$ cat config.mk
export PLATFORM = sky130hd
export DESIGN_NAME = plc_pump_ctrl_flat
export DESIGN_NICKNAME = d
export VERILOG_FILES = /design/src/rtl/plc_pump_ctrl_if.sv /design/src/rtl/plc_pump_ctrl.sv /design/src/flat_wrapper.sv
export SDC_FILE = /design/constraint.sdc
export NUM_CORES = 1
export LEC_CHECK = 0
export CELL_PAD_IN_SITES_DETAIL_PLACEMENT = 1
export CELL_PAD_IN_SITES_GLOBAL_PLACEMENT = 2
export CORE_AREA = 2 2 191 193
export DETAILED_ROUTE_END_ITERATION = 16
export DIE_AREA = 0 0 193 195
export GPL_ROUTABILITY_DRIVEN = 0
export GPL_TIMING_DRIVEN = 1
export MAX_ROUTING_LAYER = met4
export PLACE_DENSITY_LB_ADDON = 0.1
export RECOVER_POWER = 25
export SYNTH_ARGS = -nofsm -noshare
export SYNTH_HDL_FRONTEND = slang
export SYNTH_SLANG_ARGS = --single-unit
$ cat constraint.sdc
create_clock -name clk_in -period 2.5 [get_ports clk_in]
set_input_delay 0.75 -clock clk_in [delete_from_list [all_inputs] [get_ports clk_in]]
set_output_delay 0.75 -clock clk_in [all_outputs]
set_load 0.02 [all_outputs]
$ cat src/rtl/plc_pump_ctrl_if.sv
// plc_pump_ctrl_if: field I/O bundle of the multi-channel pump controller.
// The master side drives the pressure words, buttons and thresholds; the
// slave side (the controller) returns motor, over-pressure and trip flags.
interface plc_pump_ctrl_if #(
    parameter int CHANNELS = 4,
    parameter int AW       = 16
);
    logic [CHANNELS*AW-1:0] a_in;
    logic [CHANNELS-1:0]    start_in;
    logic [CHANNELS-1:0]    stop_in;
    logic [AW-1:0]          thr_hi_in;
    logic [AW-1:0]          thr_lo_in;
    logic [CHANNELS-1:0]    motor_out;
    logic [CHANNELS-1:0]    max_out;
    logic [CHANNELS-1:0]    trip_out;

    modport master (
        output a_in, start_in, stop_in, thr_hi_in, thr_lo_in,
        input  motor_out, max_out, trip_out
    );

    modport slave (
        input  a_in, start_in, stop_in, thr_hi_in, thr_lo_in,
        output motor_out, max_out, trip_out
    );
endinterface

$ cat src/rtl/plc_pump_ctrl.sv
// plc_pump_ctrl: independent pump channels sharing one pair of pressure
// thresholds. Each channel debounces its start/stop buttons, flags
// over-pressure with hysteresis and runs an IDLE/RUN/TRIP/LOCKOUT machine
// that drives the motor enable.
module plc_pump_ctrl #(
    parameter int CHANNELS       = 4,
    parameter int AW             = 16,
    parameter int DEB_CYCLES     = 8,
    parameter int LOCKOUT_CYCLES = 32
) (
    input  logic           clk_in,
    input  logic           rst_in,
    plc_pump_ctrl_if.slave bus
);
    localparam int DW = $clog2(DEB_CYCLES + 1);
    localparam int LW = $clog2(LOCKOUT_CYCLES + 1);

    // The debounce counter commits on the cycle it would reach DEB_CYCLES,
    // so the stored count tops out at DEB_CYCLES-1 and can never wrap.
    localparam logic [DW-1:0] DEB_LAST  = DW'(DEB_CYCLES - 1);
    localparam logic [LW-1:0] LOCK_LAST = LW'(LOCKOUT_CYCLES - 1);

    // One-hot so motor_out and trip_out each come straight from one flop.
    typedef enum logic [3:0] {
        IDLE    = 4'b0001,
        RUN     = 4'b0010,
        TRIP    = 4'b0100,
        LOCKOUT = 4'b1000
    } state_t;

    localparam int RUN_BIT  = 1;
    localparam int TRIP_BIT = 2;

    logic [CHANNELS-1:0] motor_v;
    logic [CHANNELS-1:0] max_v;
    logic [CHANNELS-1:0] trip_v;

    for (genvar ch = 0; ch < CHANNELS; ch++) begin : g_ch
        logic [1:0]    raw;          // [0] start button, [1] stop button
        logic [1:0]    db;           // debounced copies, same order
        logic          start_db_prev;
        logic          start_edge;
        logic [AW-1:0] a_q;
        logic          max_q;
        state_t        state;
        state_t        state_nxt;
        logic [LW-1:0] lock_cnt;
        logic [LW-1:0] lock_cnt_nxt;

        assign raw = {bus.stop_in[ch], bus.start_in[ch]};

        for (genvar k = 0; k < 2; k++) begin : g_deb
            logic          sync_a;
            logic          sync_b;
            logic          db_q;
            logic [DW-1:0] cnt;

            // Two-flop synchroniser, then accept a new level only after it
            // has been seen for DEB_CYCLES consecutive cycles.
            always_ff @(posedge clk_in or negedge rst_in) begin
                if (!rst_in) begin
                    // Buttons come up "pressed" so a held start is not an
                    // edge and stop must be seen released before any start.
                    sync_a <= 1'b1;
                    sync_b <= 1'b1;
                    db_q   <= 1'b1;
                    cnt    <= '0;
                end else begin
                    // NOTE: non-blocking assignments let every flop sample
                    // the pre-edge value, which is what makes sync_a ->
                    // sync_b a real two-stage chain.
                    sync_a <= raw[k];
                    sync_b <= sync_a;
                    if (sync_b == db_q) begin
                        cnt <= '0;
                    end else if (cnt == DEB_LAST) begin
                        db_q <= sync_b;
                        cnt  <= '0;
                    end else begin
                        cnt <= cnt + DW'(1);
                    end
                end
            end

            assign db[k] = db_q;
        end

        // History of the debounced start for rising-edge detection.
        always_ff @(posedge clk_in or negedge rst_in) begin
            if (!rst_in) begin
                start_db_prev <= 1'b1;
            end else begin
                start_db_prev <= db[0];
            end
        end

        assign start_edge = db[0] & ~start_db_prev;

        // Register the pressure word and apply the hysteresis band; set
        // wins when misconfigured thresholds make both tests true.
        always_ff @(posedge clk_in or negedge rst_in) begin
            if (!rst_in) begin
                a_q   <= '0;
                max_q <= 1'b0;
            end else begin
                a_q <= bus.a_in[ch*AW +: AW];
                if (a_q >= bus.thr_hi_in) begin
                    max_q <= 1'b1;
                end else if (a_q <= bus.thr_lo_in) begin
                    max_q <= 1'b0;
                end
            end
        end

        // Channel state and lockout timer.
        always_ff @(posedge clk_in or negedge rst_in) begin
            if (!rst_in) begin
                state    <= IDLE;
                lock_cnt <= '0;
            end else begin
                state    <= state_nxt;
                lock_cnt <= lock_cnt_nxt;
            end
        end

        // Transition rules, listed in priority order; the timer only runs
        // while in LOCKOUT and is cleared everywhere else.
        always_comb begin
            // NOTE: every output of this block is given a default first, so
            // no path through the case can leave one unassigned and infer a
            // latch.
            state_nxt    = state;
            lock_cnt_nxt = '0;
            case (state)
                IDLE: begin
                    if (start_edge && !db[1] && !max_q) begin
                        state_nxt = RUN;
                    end
                end
                RUN: begin
                    if (max_q) begin
                        state_nxt = TRIP;
                    end else if (db[1]) begin
                        state_nxt = LOCKOUT;
                    end
                end
                TRIP: begin
                    if (!max_q) begin
                        state_nxt = LOCKOUT;
                    end
                end
                LOCKOUT: begin
                    if (lock_cnt == LOCK_LAST) begin
                        state_nxt = IDLE;
                    end else begin
                        lock_cnt_nxt = lock_cnt + LW'(1);
                    end
                end
                default: begin
                    state_nxt = IDLE;
                end
            endcase
        end

        assign motor_v[ch] = state[RUN_BIT];
        assign trip_v[ch]  = state[TRIP_BIT];
        assign max_v[ch]   = max_q;
    end

    assign bus.motor_out = motor_v;
    assign bus.trip_out  = trip_v;
    assign bus.max_out   = max_v;
endmodule

$ cat src/flat_wrapper.sv
// flat-port wrapper written by rule: the top's interface ports become plain ports
module plc_pump_ctrl_flat 
#(
    parameter int CHANNELS       = 4,
    parameter int AW             = 16,
    parameter int DEB_CYCLES     = 8,
    parameter int LOCKOUT_CYCLES = 32
)
  (clk_in, rst_in, bus_a_in, bus_start_in, bus_stop_in, bus_thr_hi_in, bus_thr_lo_in, bus_motor_out, bus_max_out, bus_trip_out);
  plc_pump_ctrl_if #(.CHANNELS(CHANNELS), .AW(AW)) bus_i ();
  input  logic clk_in;
  input  logic rst_in;
  input wire logic [$bits(bus_i.a_in)-1:0] bus_a_in;
  input wire logic [$bits(bus_i.start_in)-1:0] bus_start_in;
  input wire logic [$bits(bus_i.stop_in)-1:0] bus_stop_in;
  input wire logic [$bits(bus_i.thr_hi_in)-1:0] bus_thr_hi_in;
  input wire logic [$bits(bus_i.thr_lo_in)-1:0] bus_thr_lo_in;
  output wire logic [$bits(bus_i.motor_out)-1:0] bus_motor_out;
  output wire logic [$bits(bus_i.max_out)-1:0] bus_max_out;
  output wire logic [$bits(bus_i.trip_out)-1:0] bus_trip_out;
  assign bus_i.a_in = bus_a_in;
  assign bus_i.start_in = bus_start_in;
  assign bus_i.stop_in = bus_stop_in;
  assign bus_i.thr_hi_in = bus_thr_hi_in;
  assign bus_i.thr_lo_in = bus_thr_lo_in;
  assign bus_motor_out = bus_i.motor_out;
  assign bus_max_out = bus_i.max_out;
  assign bus_trip_out = bus_i.trip_out;
  plc_pump_ctrl #(.CHANNELS(CHANNELS), .AW(AW), .DEB_CYCLES(DEB_CYCLES), .LOCKOUT_CYCLES(LOCKOUT_CYCLES)) u_core (.clk_in(clk_in), .rst_in(rst_in), .bus(bus_i));
endmodule
==> results of run 1 <==
## cell usage after synthesis, drive strengths merged (4+ instances only)
| cell type | n |
|---|---|
| a211oi | 7 |
| a21o | 13 |
| a21oi | 54 |
| a221o | 4 |
| and3 | 4 |
| buf | 12 |
| clkbuf | 9 |
| dfrtp | 136 |
| dfstp | 32 |
| ha | 140 |
| inv | 40 |
| mux2 | 8 |
| mux2i | 4 |
| nand2 | 49 |
| nand3 | 29 |
| nand4 | 19 |
| nor2 | 75 |
| nor2b | 15 |
| nor3 | 27 |
| nor4 | 4 |
| nor4b | 6 |
| o211ai | 7 |
| o21ai | 21 |
| o311ai | 6 |
| xnor2 | 30 |
| xor2 | 6 |
## cell type report
cell class | instances | area [sq um] | area share
Multi-Input combinational cell | 566 | 4470 | 0.377
Inverter | 40 | 160 | 0.0135
Clock buffer | 18 | 429 | 0.0362
Clock inverter | 14 | 154 | 0.0130
Sequential cell | 168 | 4240 | 0.358
Tap cell | 461 | 577 | 0.0486
Timing Repair Buffer | 200 | 1830 | 0.154
## layer usage
layer  part of all wire  vias up  track usage
li1                   -     3248            -
met1               0.49     3142        0.199
met2               0.47       97        0.235
met3              0.026       26       0.0255
met4              0.018        0       0.0449
met5                  0        -            -
## cells in the final DEF (no fill, tap or decap), types with 6 or more instances in the layout
cell and count:
a211oi_1 7, a21o_1 13, a21oi_1 52, buf_4 79, clkbuf_16 17, clkdlybuf4s50_1 60, dfrtp_1 136, dfstp_2 28
dlygate4sd2_1 12, dlygate4sd3_1 40, ha_1 127, ha_4 13, inv_1 23, inv_2 14, inv_6 8, mux2_2 8
nand2_1 49, nand3_1 29, nand4_1 19, nor2_1 75, nor2b_1 15, nor3_1 27, nor4b_1 6, o211ai_1 7
o21ai_0 19, xnor2_1 30, xor2_1 6
## worst paths after layout
path / slack, ps / depth (start not counted) / start / to
worst min register to register: 360 / 0 / u_core.g_ch[0].g_deb[0].sync_a$_DFF_PN1_ / u_core.g_ch[0].g_deb[0].sync_b$_DFF_PN1_
worst max register to register: 320 / 6 / u_core.g_ch[2].a_q[11]$_DFF_PN0_ / u_core.g_ch[2].max_q$_DFFE_PN0P_
worst max-delay path: 40 / 10 / bus_thr_lo_in[13] / u_core.g_ch[0].max_q$_DFFE_PN0P_
max in group asynchronous: 1070 / 2 / rst_in / u_core.g_ch[1].state[0]$_DFFE_PN1P_
min in group asynchronous: 510 / 1 / rst_in / u_core.g_ch[3].g_deb[0].cnt[1]$_DFF_PN0_
worst min-delay path: 360 / 0 / u_core.g_ch[0].g_deb[0].sync_a$_DFF_PN1_ / u_core.g_ch[0].g_deb[0].sync_b$_DFF_PN1_
## flip-flops by register name, summed over array words and instances, names as in the netlist
name	cells
u_core.g_ch.g_deb.sync_a	8
u_core.g_ch.state	16
u_core.g_ch.g_deb.db_q	8
u_core.g_ch.g_deb.sync_b	8
u_core.g_ch.start_db_prev	4
u_core.g_ch.lock_cnt	24
u_core.g_ch.a_q	64
u_core.g_ch.max_q	4
u_core.g_ch.g_deb.cnt	32
## worst register-to-register path: stages, from the launching register on
cell	delay (ps)
dfrtp_1	440
ha_4	290
nand4_1	130
buf_6	150
or4_1	460
o311a_1	130
or4b_1	450
## power by group
part	internal [W]	total (W)	switching (W)
Combinational	0.000904	0.00174	0.000838
Sequential	0.00315	0.00351	0.000358
Clock	0.00142	0.00268	0.00126
## logic make-up (layout without fill, tap and decap cells)
kind of cell | Yosys count | count (layout)
compound gates | 131 | 131
fa+ha+maj | 140 | 140
mux | 12 | 12
simple gates | 247 | 247
xor+xnor | 36 | 36
flops | 168 | 168
buf+inv | 61 | 272
## per-stage QoR
| stage | util | setup TNS [ps] | area, sq um | hold slack [ps] | power [W] |
|---|---|---|---|---|---|
| floorplan | - | 0 | 8800 | 345 | 0.00452 |
| global placement | 0.312 | -2760 | 11000 | 346 | 0.00530 |
| detailed placement | 0.312 | -2830 | 11000 | 347 | 0.00532 |
| CTS | 0.332 | 0 | 11700 | 206 | 0.00809 |
| global route | 0.335 | -2.15 | 11900 | 358 | 0.00849 |
| finish | 0.335 | 0 | 11900 | 358 | 0.00793 |
## what timing repair did
item                                    4_1_cts  5_1_grt
gates cloned                                  0        0
pin swaps                                     7       11
resized for setup                            37       21
endpoints found under the setup margin        4        4
buffers inserted                              1        4
==> flow_metrics.py, run 1 <==
metrics = {
    "outcome": {
        "status": "completed",
    },
    "placed_design": {
        "post-place-ws_ps": -725,
        "place_hpwl_um": 20700,
        "dp_cells": 1430,
        "io_buffers": 117,
    },
    "cts": {
        "cts_htree_levels": 4,
        "cts_buffers": 17,
        "cts_tree": "built",
        "cts_sinks": 168,
        "cts_buffer_depth": 2,
        "hold_buffers": 0,
        "clock-root-buffer": "clkbuf_16",
        "clk-insertion-delay-late_ps": 450,
        "path_clk_slew_ps": 80,
    },
    "route": {
        "drt_first_pass_iters": 4,
        "via_per_inst": 4.44,
        "drtAntennaViolNets": 0,
        "routedWlPerCell_um": 17.4,
        "vias": 6513,
        "drc": 0,
        "drt_iter0_markers": 188,
        "wl_um": 25600,
    },
    "synth": {
        "yosysSeqAreaShare": 0.484,
        "synth_compound_area_frac": 0.0959,
        "async_flop_share": 1.00,
        "synth_adder_area_share": 0.200,
        "synth_top_cell_area_share": 0.388,
        "synth_edf_count": 0,
        "yosysTopAreaCell": "dfrtp_1",
        "syn_area_per_cell_sq_um": 11.0,
        "syn_nets": 1041,
        "ys.warnings.count": 0,
        "synth_xor_area_frac": 0.0360,
        "synthSimpleGateAreaFrac": 0.138,
        "ys.flop_type": "dfrtp_1",
        "synth.distinct_cells": 46,
        "ys_seq_elements": 168,
        "synth_area_leaders": "dfrtp_1 39%, ha_1 20%, dfstp_2 9.6%, nor2_1 3.2%, a21oi_1 3.0%",
        "synth_top_family_by_area": "adder cells",
        "syn_area_sq_um": 8760,
        "syn_inst": 795,
        "synth_mux_area_frac": 0.0148,
    },
    "grt": {
        "antenna_found_initial": 1,
        "overflow": 0,
        "grt_pass1_wl_um": 41300,
        "grt_pass1_vias": 7269,
        "grt_usage": 0.150,
        "grt_max_degree": 43,
    },
    "power_and_ir_drop": {
        "p_leak_nw": 5.35,
        "p_per_area_nw_per_um2": 669,
        "vdd_drop_max_mv": 0.471,
    },
    "worst_setup_path": {
        "critPathArrivalTime_ps": 2780,
        "crit_buf_inv": 4,
        "crit_family": "buffers and inverters",
        "cp_common_cell": "buf_4",
        "required_ps": 2820,
        "cp_cell_sequence": "clkdlybuf4s50_1, inv_2, buf_4, ha_1, nand4_1, buf_4, nor2_1, a221o_1, o311ai_4, o211ai_1",
        "worst-setup-path-type": "input port to register",
        "critPathMaxFanout": 4,
        "critPathCaptureType": "register",
        "critical_path.startpoint_type": "input port",
        "cpMaxStageDelayCell": "clkdlybuf4s50_1",
        "slowest_delay_ps": 470,
    },
    "timing": {
        "setup_viol": 0,
        "max_freq_mhz": 406,
        "slew_violations": 0,
        "slew-limit-headroom": 0.267,
        "period_share": 0.985,
        "hold_violations": 0,
        "fin_skew_ps": 11.0,
        "setup_ws_ps": 38.3,
        "worst_pin_slew_ps": 1100,
        "final.min_clock_period_ps": 2460,
    },
    "cells_and_area": {
        "drive_gt1_frac": 0.191,
        "diodes": 0,
        "layout.cells.non_filler": 1467,
        "areaGrowthSynthToFinish_pct": 35.3,
        "fin_nets": 1239,
        "fillers": 3937,
    },
    "flow_run": {
        "max_cap_violations": 0,
    },
    "floorplan": {
        "core_area_sq_um": 35400,
        "rows": 69,
        "dieArea_sq_um": 37600,
        "dieWidth_um": 193,
        "io_pins": 118,
        "start_util": 0.248,
        "die_h_um": 195,
    },
    "min_path": {
        "hold_class": "register to register",
    },
}
(Power assumes the default switching activity.)
==> run 2: changes to the inputs <==
Settings changed: CAP_MARGIN set to 20, GPL_ROUTABILITY_DRIVEN 0 to not set.
==> results of run 2 <==
The final DEF is identical to that of run 1; final timing and power are the same.
